File: config.mk
export PLATFORM = sky130hd
export DESIGN_NAME = spi_slave
export DESIGN_NICKNAME = d
export VERILOG_FILES = /design/src/rtl/spi_slave.sv
export SDC_FILE = /design/constraint.sdc
export NUM_CORES = 1
export LEC_CHECK = 0
export CAP_MARGIN = 20
export CORE_MARGIN = 2
export CORE_UTILIZATION = 51
export CTS_BUF_LIST = sky130_fd_sc_hd__clkbuf_16
export CTS_CLUSTER_DIAMETER = 200
export CTS_CLUSTER_SIZE = 10
export DETAILED_ROUTE_END_ITERATION = 10
export GPL_TIMING_DRIVEN = 0
export PLACE_DENSITY = 0.77
export SYNTH_ARGS = -nofsm -noshare
export SYNTH_HDL_FRONTEND = slang
export SYNTH_SLANG_ARGS = --single-unit
File: constraint.sdc
create_clock -name clk_div -period 2.53 [get_ports clk_div]
set_input_delay 0.3795 -clock clk_div [delete_from_list [all_inputs] [get_ports clk_div]]
set_output_delay 0.3795 -clock clk_div [all_outputs]
set_load 0.05 [all_outputs]
File: src/rtl/spi_slave.sv
// SPI slave: start bit, LSB-first payload, trailer bit; MISO replies with latched tx_data.
// Define SPI_SLAVE_PARITY_EN to make the trailer even parity instead of a stop bit.
module spi_slave #(
  parameter int package_size = 8
) (
  input  logic                    clk_div,
  input  logic                    rst,
  input  logic                    SS,
  input  logic                    MOSI,
  input  logic [package_size-1:0] tx_data,
  output logic                    MISO,
  output logic [package_size-1:0] rx_data,
  output logic                    rx_valid,
  output logic                    frame_err,
  output logic                    busy
);

  localparam int P  = package_size;
  localparam int CW = $clog2(P + 2);

  typedef enum logic [1:0] {
    IDLE,
    SHIFT,
    DONE
  } state_t;

  state_t        state, state_n;
  logic [CW-1:0] cnt, cnt_n;
  logic [P:0]    sr, sr_n;
  logic [P-1:0]  tx_q, tx_n;
  logic [P-1:0]  rxd_n;
  logic          miso_n, rxv_n, err_n;
  logic          last, trl_ok, good, start;

  assign last  = cnt == CW'(P + 1);
  assign start = (state == IDLE || state == DONE) && !SS;
  assign busy  = state != IDLE;

`ifdef SPI_SLAVE_PARITY_EN
  assign trl_ok = (^sr[P:1]) == MOSI;
`else
  assign trl_ok = MOSI;
`endif

  // sr[0] is the start bit once P+1 bits have been shifted in
  assign good = !sr[0] && trl_ok;

  always_comb begin
    state_n = state;
    cnt_n   = cnt;
    sr_n    = sr;
    tx_n    = tx_q;
    miso_n  = MISO;
    rxd_n   = rx_data;
    rxv_n   = 1'b0;
    err_n   = 1'b0;
    if (start) begin
      state_n = SHIFT;
      cnt_n   = CW'(1);
      sr_n    = {MOSI, sr[P:1]};
      tx_n    = tx_data;
      miso_n  = 1'b0;
    end else begin
      unique case (state)
        IDLE: begin
          cnt_n  = '0;
          miso_n = 1'b1;
        end
        SHIFT: begin
          if (SS) begin
            state_n = IDLE;
            cnt_n   = '0;
            miso_n  = 1'b1;
            err_n   = 1'b1;
          end else if (last) begin
            state_n = DONE;
            miso_n  = 1'b0;
            if (good) begin
              rxd_n = sr[P:1];
              rxv_n = 1'b1;
            end else begin
              err_n = 1'b1;
            end
          end else begin
            sr_n   = {MOSI, sr[P:1]};
            miso_n = tx_q[0];
            tx_n   = tx_q >> 1;
            cnt_n  = cnt + 1'b1;
          end
        end
        DONE: begin
          state_n = IDLE;
          cnt_n   = '0;
          miso_n  = 1'b1;
        end
        default: begin
          state_n = IDLE;
          cnt_n   = '0;
          miso_n  = 1'b1;
        end
      endcase
    end
  end

  always_ff @(posedge clk_div or posedge rst) begin
    if (rst) begin
      state     <= IDLE;
      cnt       <= '0;
      sr        <= '0;
      tx_q      <= '0;
      MISO      <= 1'b1;
      rx_data   <= '0;
      rx_valid  <= 1'b0;
      frame_err <= 1'b0;
    end else begin
      state     <= state_n;
      cnt       <= cnt_n;
      sr        <= sr_n;
      tx_q      <= tx_n;
      MISO      <= miso_n;
      rx_data   <= rxd_n;
      rx_valid  <= rxv_n;
      frame_err <= err_n;
    end
  end

endmodule

-- Word-level counts from Yosys, hierarchy flattened
Index checks and enable logic that the tools add are counted.
- register bits after elaboration: 34
- eq/ne operators: 8
- mux-type cells: 30
- reductions and logical operators: 11
- bitwise logic cells: 2
- add/sub/neg operators: 1
- operator list (kind ; number):
    9-bit 2-to-1 mux ; 4
    8-bit 2-to-1 mux ; 4
    4-bit 2-to-1 mux ; 4
    1-bit 2-to-1 mux ; 14
    4-bit != test (second input constant) ; 2
    2-bit 2-to-1 mux ; 3
    5-bit AND reduction ; 1
    4-bit by 1-bit adder with 4-bit output (second input constant) ; 1
    4-bit equality test (second input constant) ; 1
    2-bit by 1-bit != test with 1-bit output (second input constant) ; 2
    2-bit case mux with 2 select lines ; 1
    2-bit nonzero test ; 2
    3-bit AND reduction ; 1
    2-bit by 1-bit equality test with 1-bit output (second input constant) ; 1
    2-bit equality test (second input constant) ; 1
    1-bit logical AND ; 2
    1-bit logical NOT ; 2
    2-bit logical NOT ; 1
    2-bit != test (second input constant) ; 1
    1-bit NOT ; 2
    2-bit AND reduction ; 1
    1-bit logical OR ; 1

-- Depth between registers and ports, before layout
Gate-level depths: netlist of the first run.
- word-level depth: 7
- gate-level depth with buffers: 7

-- Least setup slack after synthesis of the first run
OpenSTA, ideal clock, no wires.
- kind: input-to-reg
- from: input SS
- to: register rx_data[0]
- stages on the path: 6
- slack: 0.667 ns
- library setup time: 0.125 ns
- arrival time: 1.738 ns
- required time: 2.405 ns
- buffers on the path: 3
- cell sequence: buf_2 -> or3b_1 -> buf_2 -> or3_1 -> buf_6 -> mux2_4
- cells in the longest elaborated chain, start to end: 4
- elaborated cells on any way between the ends: 5
- those cells by class: bitwise: 2; reduce/logical: 3
- RTL lines (what ; RTL line ; text):
    start: declaration ; 8 ; input logic SS,
    1-bit logical NOT ; 36 ; assign start = (state == IDLE || state == DONE) && !SS;
    1-bit logical AND ; 36 ;
    1-bit NOT (no source line) ; n/a ;
    5-bit AND reduction (no source line) (*) ; n/a ;
    end signal: assignment ; 121 ; rx_data <= rxd_n;
    end: declaration ; 12 ; output logic [package_size-1:0] rx_data,
Every way passes the cells marked *; elsewhere a longest branch is shown, timed or not.
A chain may end at the register's enable or synchronous reset.

-- Worst setup path after layout of the first run
- from: register state[0]
- to: register sr[1]
- cells in the longest elaborated chain, start to end: 5
- elaborated cells on any way between the ends: 10
- those cells by class: eq/ne: 4; mux: 1; reduce/logical: 5
- RTL lines (what ; RTL line ; text):
    start: declaration ; 27 ; state_t state, state_n;
    start signal: assignment ; 116 ; state <= state_n;
    2-bit equality test / 2-bit logical NOT (equally long branches) ; 36 ;
    1-bit logical OR ; 36 ;
    1-bit logical AND ; 36 ;
    2-bit by 1-bit != test with 1-bit output (no source line) / 2-bit nonzero test (equally long branches) ; n/a ;
    3-bit AND reduction (no source line) ; n/a ;
    end signal: assignment ; 118 ; sr <= sr_n;
    end: declaration ; 29 ; logic [P:0] sr, sr_n;
Several ways; a longest one is shown, not always the timed one.

==> impl_metrics.env, run 1 <==
export IMPL_synth_edf_count=0
export IMPL_core_sq_um=2730
export IMPL_diodes=0
export IMPL_use_met2=0.279
export IMPL_start_util=0.531
export IMPL_placed_area_sq_um=1740
export IMPL_use_met1=0.260
export IMPL_finalCritPeriodShare=0.881
export IMPL_ys_warn_count=0
export IMPL_synth_compound_area_frac=0.0698
export IMPL_synth_area_top_cells="dfrtp_1 (57%), mux2_4 (8.3%), mux2_2 (7.0%)"
export IMPL_postRouteAntennaNets=0
export IMPL_antenna_found_initial=0
export IMPL_timing_rr_end="sr[1]"
export IMPL_timing_max_cap_violations=0
export IMPL_rsz0062_at_grt="no"
export IMPL_cts_sinks=34
export IMPL_grt_ovfl_total=0
export IMPL_yosys_most_used_dff="dfrtp_1"
export IMPL_fillerInstances=192
export IMPL_fmax_ghz=0.449
export IMPL_power_density_nw_per_um2=736
export IMPL_crit_type="reg -> reg"
export IMPL_async_flop_share=1.00
export IMPL_tritoncts="done"
export IMPL_min_period_ps=2230
export IMPL_busiest_layer="met2"
export IMPL_finalWorstSetupSlack_ps=302
export IMPL_cts_inserted_buffers=5
export IMPL_cts_post_setup_buffers_inserted=0
export IMPL_cts_buffer_depth=2
export IMPL_setup_violations=0
export IMPL_synthMuxAreaShare=0.201
export IMPL_design_die_area_sq_um=3290
export IMPL_synth_ff_latch_count=34
export IMPL_syn_inst=109
export IMPL_end_kind="flip-flop"
export IMPL_power_leakage_nw=0.853
export IMPL_use_met3=0.0816
export IMPL_slew_viol_final=0
export IMPL_startpoint_type="flip-flop"
export IMPL_clock_latency_ps=280
export IMPL_synth_net_count=123
export IMPL_yosys_area_share_simple=0.0819
export IMPL_hold_ws_ps=408
export IMPL_hold_viol_final=0
export IMPL_rr_startpoint="state[0]"
export IMPL_synth_top_area_frac=0.569
export IMPL_worst_path_max_fanout=10
export IMPL_io_pins=24
export IMPL_grt_max_degree=26
export IMPL_h_tree_depth=2
export IMPL_place_hpwl_mm=1.81
export IMPL_status="finished clean"
export IMPL_drcViolationCount=0
export IMPL_die_x_um=57.3
export IMPL_ir_drop_mv=0.710
export IMPL_wl_mm=2.66
export IMPL_synth_top_family_by_area="multiplexers"
export IMPL_dr_pass1_iters=4
export IMPL_synthTopCellsByCount="dfrtp_1 (33), a21oi_1 (17), mux2_2 (9)"
export IMPL_finalInstanceArea_sq_um=1880
export IMPL_synth_xor_area_frac=0.0121
export IMPL_port_buffers=22
export IMPL_cp_required_ps=2690
export IMPL_max_stage_delay_ps=530
export IMPL_nNetsFinal=153
export IMPL_relSlewSlack=0.377
export IMPL_syn_area_sq_um=1450
export IMPL_synth_most_common_cell="dfrtp_1"
export IMPL_rrSetupSlack_ps=300
export IMPL_drtIter0Drc=24
export IMPL_gp_congestion=0.716
export IMPL_grt_usage=0.194
export IMPL_grt_pass1_vias=900
export IMPL_synth_top_area_cell="dfrtp_1"
export IMPL_num_vias=941
export IMPL_synth_fa_ha_area_frac=0.0172
export IMPL_pre_cts_slack_ps=309
export IMPL_grt_first_pass_wirelength_mm=4.53
export IMPL_crit_arrival_ps=2390
export IMPL_min_path_type="in -> async"
export IMPL_worstPathCellList="buf_2 -> a21oi_1 -> nand2_1 -> inv_1 -> buf_4 -> mux2_2"
export IMPL_slowest_stage="a21oi_1"
export IMPL_placementRows=19
export IMPL_reg2regPathDepth=6
export IMPL_layout_drive_gt1_share=0.221
export IMPL_synth_cell_type_count=29
export IMPL_clkTransAtPathRegs_ps=50
export IMPL_avgViaCountPerCell=5.50
export IMPL_finalSetupTns_ps=0
export IMPL_area_growth_pct=29.2
export IMPL_die_h_um=57.3
export IMPL_cts_root_buf="clkbuf_16"
export IMPL_cts_resized_gates=0
export IMPL_ys_seq_area_frac=0.587
export IMPL_synth_avg_cell_area_sq_um=13.3
export IMPL_wire_per_inst_um=15.6
export IMPL_hold_buffers=0
export IMPL_skew_ps=6.04
export IMPL_worst_slew_pin_slew_ps=931
## metal layers
metal / vias up / wire, um / part of all wire
met5: - / 0 / 0
met1: 466 / 1180 / 0.44
li1: 447 / - / -
met3: 6 / 135 / 0.051
met4: 0 / 46 / 0.017
met2: 22 / 1300 / 0.49
## worst max-delay path: cells and delay by family, from the launching register on
kind | cells | cell delay (ps)
flops | 1 | 350
mux | 1 | 340
simple gates | 1 | 300
buf+inv | 3 | 590
compound gates | 1 | 530
## cells by family (layout without fill, tap and decap cells)
| logic type | Yosys count | in the layout |
|---|---|---|
| AO/OA/AOI/OAI | 19 | 19 |
| XOR/XNOR | 2 | 2 |
| adder cells (fa/ha/maj) | 2 | 2 |
| buffers and inverters | 8 | 39 |
| flip-flops | 34 | 34 |
| multiplexers | 24 | 24 |
| AND/OR/NAND/NOR | 20 | 20 |
## layout make-up
type / count / area (sq um) / area share
clock inverters: 3 / 12.5 / 0.00667
inverters: 3 / 11.3 / 0.00600
plain buffers: 5 / 33.8 / 0.0180
multi-input cells: 67 / 554 / 0.296
flip-flops and latches: 34 / 852 / 0.454
well taps: 31 / 38.8 / 0.0207
repair buffers: 23 / 248 / 0.132
clock buffers: 5 / 125 / 0.0667
## power by group
group | internal, mW | total, mW | leakage (nW) | switching [mW]
Combinational | 0.0860 | 0.156 | 0.356 | 0.0701
Clock | 0.355 | 0.570 | 0.0724 | 0.214
Sequential | 0.611 | 0.655 | 0.424 | 0.0439
## state kept, by name, indices dropped and copies added, names as in the netlist
signal and cells:
MISO 1, cnt 4, frame_err 1, rx_data 8, rx_valid 1, sr 9
state 2, tx_q 8
## placed cells by master (no fill, tap or decap), types with 2 or more instances in the layout
cell	n
dfrtp_1	33
clkdlybuf4s50_1	22
a21oi_1	17
mux2_2	9
mux2_4	8
mux2i_1	7
nor2_1	5
clkbuf_16	5
inv_1	4
buf_2	3
or3_1	2
nor3_1	2
ha_1	2
## how the worst max path moves through the flow
stage | to | startpoint
6_report | sr[1] | state[0]
4_1_cts | sr[1] | state[0]
2_1_floorplan | rx_data[0] | SS
5_1_grt | sr[1] | state[0]
3_3_place_gp | sr[2] | SS
3_5_place_dp | sr[1] | SS
## metrics by stage
step | power (mW) | std cells | utilization
6_report | 1.38 | 171 | 0.686
5_1_grt | 1.45 | 171 | 0.686
4_1_cts | 1.39 | 171 | 0.686
3_5_place_dp | 0.821 | 163 | 0.636
3_3_place_gp | 0.804 | 162 | 0.626
2_1_floorplan | 0.761 | 109 | -
Power figures use the tool's default switching activity.
==> run 2, diff against run 1 <==
Settings changed: CORE_UTILIZATION 51 to 45, PLACE_DENSITY 0.77 to 0.71.
==> run 2 against run 1 <==
  * Routed wire length grew 4.9%
  * Largest power group is now clock
  * Via count grew 0.43%
  * First-iteration DRC count fell by 25%
==> impl_metrics.env, run 2 (synthesis gave the netlist of run 1 again) <==
export IMPL_status="finished clean"
export IMPL_cts_buffer_depth=2
export IMPL_finalWorstSetupSlack_ps=314
export IMPL_tritoncts="done"
export IMPL_rrSetupSlack_ps=310
export IMPL_regMostFlops="sr"
export IMPL_gp_congestion=0.707
export IMPL_die_h_um=60.8
export IMPL_io_pins=24
export IMPL_antenna_found_initial=0
export IMPL_worst_slew_pin_slew_ps=865
export IMPL_cts_root_buf="clkbuf_16"
export IMPL_finalCritPeriodShare=0.876
export IMPL_relSlewSlack=0.421
export IMPL_layout_cells_non_filler=184
export IMPL_grt_first_pass_wirelength_mm=4.68
export IMPL_rr_startpoint="state[0]"
export IMPL_pre_cts_slack_ps=307
export IMPL_dp_cells=176
export IMPL_power_density_nw_per_um2=825
export IMPL_area_growth_pct=34.2
export IMPL_design_die_area_sq_um=3700
export IMPL_crit_arrival_ps=2380
export IMPL_cp_required_ps=2690
export IMPL_grt_pass1_vias=959
export IMPL_die_x_um=60.8
export IMPL_cts_inserted_buffers=5
export IMPL_reg2regPathDepth=6
export IMPL_core_sq_um=3050
export IMPL_worst_path_max_fanout=10
export IMPL_diodes=0
export IMPL_power_leakage_nw=0.874
export IMPL_avgViaCountPerCell=5.14
export IMPL_wire_per_inst_um=15.2
export IMPL_crit_type="reg -> reg"
export IMPL_cts_sinks=34
export IMPL_clkTransAtPathRegs_ps=60
export IMPL_port_buffers=22
export IMPL_timing_max_cap_violations=0
export IMPL_cts_resized_gates=0
export IMPL_clock_latency_ps=280
export IMPL_dr_pass1_iters=4
export IMPL_wl_mm=2.79
export IMPL_finalSetupTns_ps=0
export IMPL_timing_rr_end="sr[1]"
export IMPL_cts_post_setup_buffers_inserted=0
export IMPL_rsz0062_at_grt="no"
export IMPL_fmax_ghz=0.451
export IMPL_grt_ovfl_total=0
export IMPL_layout_commonest_cell="dfrtp_1"
export IMPL_hold_viol_final=0
export IMPL_min_period_ps=2220
export IMPL_hold_buffers=0
export IMPL_min_path_type="in -> async"
export IMPL_h_tree_depth=2
export IMPL_reg_top3="sr (9), rx_data (8), tx_q (8)"
export IMPL_final_cell_mix="dfrtp_1 (33), clkdlybuf4s50_1 (22), a21oi_1 (17)"
export IMPL_skew_ps=10.4
export IMPL_end_kind="flip-flop"
export IMPL_grt_usage=0.183
export IMPL_postRouteAntennaNets=0
export IMPL_drcViolationCount=0
export IMPL_start_util=0.475
export IMPL_drtIter0Drc=18
export IMPL_largest_register_ffs=9
export IMPL_power_total_mw=1.61
export IMPL_grt_max_degree=26
export IMPL_placementRows=20
export IMPL_startpoint_type="flip-flop"
export IMPL_layout_drive_gt1_share=0.236
export IMPL_ir_drop_mv=0.786
export IMPL_slew_viol_final=0
export IMPL_num_vias=945
export IMPL_nNetsFinal=153
export IMPL_place_hpwl_mm=1.89
export IMPL_setup_violations=0
run 2: changes by cell type in the layout (fill, tap and decap cells not counted):
cell | previous run | this run
inv_1 | 4 | 3
bufinv_16 | 0 | 2
clkinv_1 | 1 | 0
clkinv_2 | 1 | 0
clkinv_4 | 0 | 1
run 2: cell type report:
class                           count  area, sq um
Sequential cell                    34          852
Fill cell                         247         1100
Clock buffer                        5          125
Inverter                            3         11.3
Multi-Input combinational cell     67          554
Buffer                              5         33.8
Tap cell                           44         55.1
Clock inverter                      3         68.8
Timing Repair Buffer               23          248
run 2: routing by layer:
metal  track usage  up-vias  share of wire
met1         0.223      472           0.42
met2         0.292       16           0.52
met4        0.0932        0          0.024
met5             0        -              0
li1              -      452              -
met3        0.0576        5          0.033
run 2: worst max path at each step:
stage | startpoint | end | slack, ps | cells after the start
floorplan | SS | rx_data[0] | 670 | 6
global route | state[0] | sr[2] | 170 | 6
CTS | state[0] | sr[1] | 290 | 6
global placement | SS | sr[2] | 350 | 6
finish | state[0] | sr[1] | 310 | 6
detailed placement | SS | sr[1] | 310 | 6
run 2: critical path, stage by stage (launching register included):
cell     delay, ps
dfrtp_1        360
buf_2          150
a21oi_1        520
nand2_1        290
inv_1          240
buf_4          210
mux2_2         340
run 2: power by group:
part | internal, mW | switching (mW) | total, mW | leakage [nW]
Combinational | 0.0861 | 0.0710 | 0.157 | 0.356
Sequential | 0.611 | 0.0468 | 0.658 | 0.424
Clock | 0.565 | 0.227 | 0.793 | 0.0940
run 2: through the flow:
stage	hold slack, ps	area, sq um	utilization
after floorplan	470	1450	-
after global placement	487	1730	0.566
after detailed placement	495	1750	0.575
after CTS	426	1950	0.638
after global routing	453	1950	0.638
final	405	1950	0.638
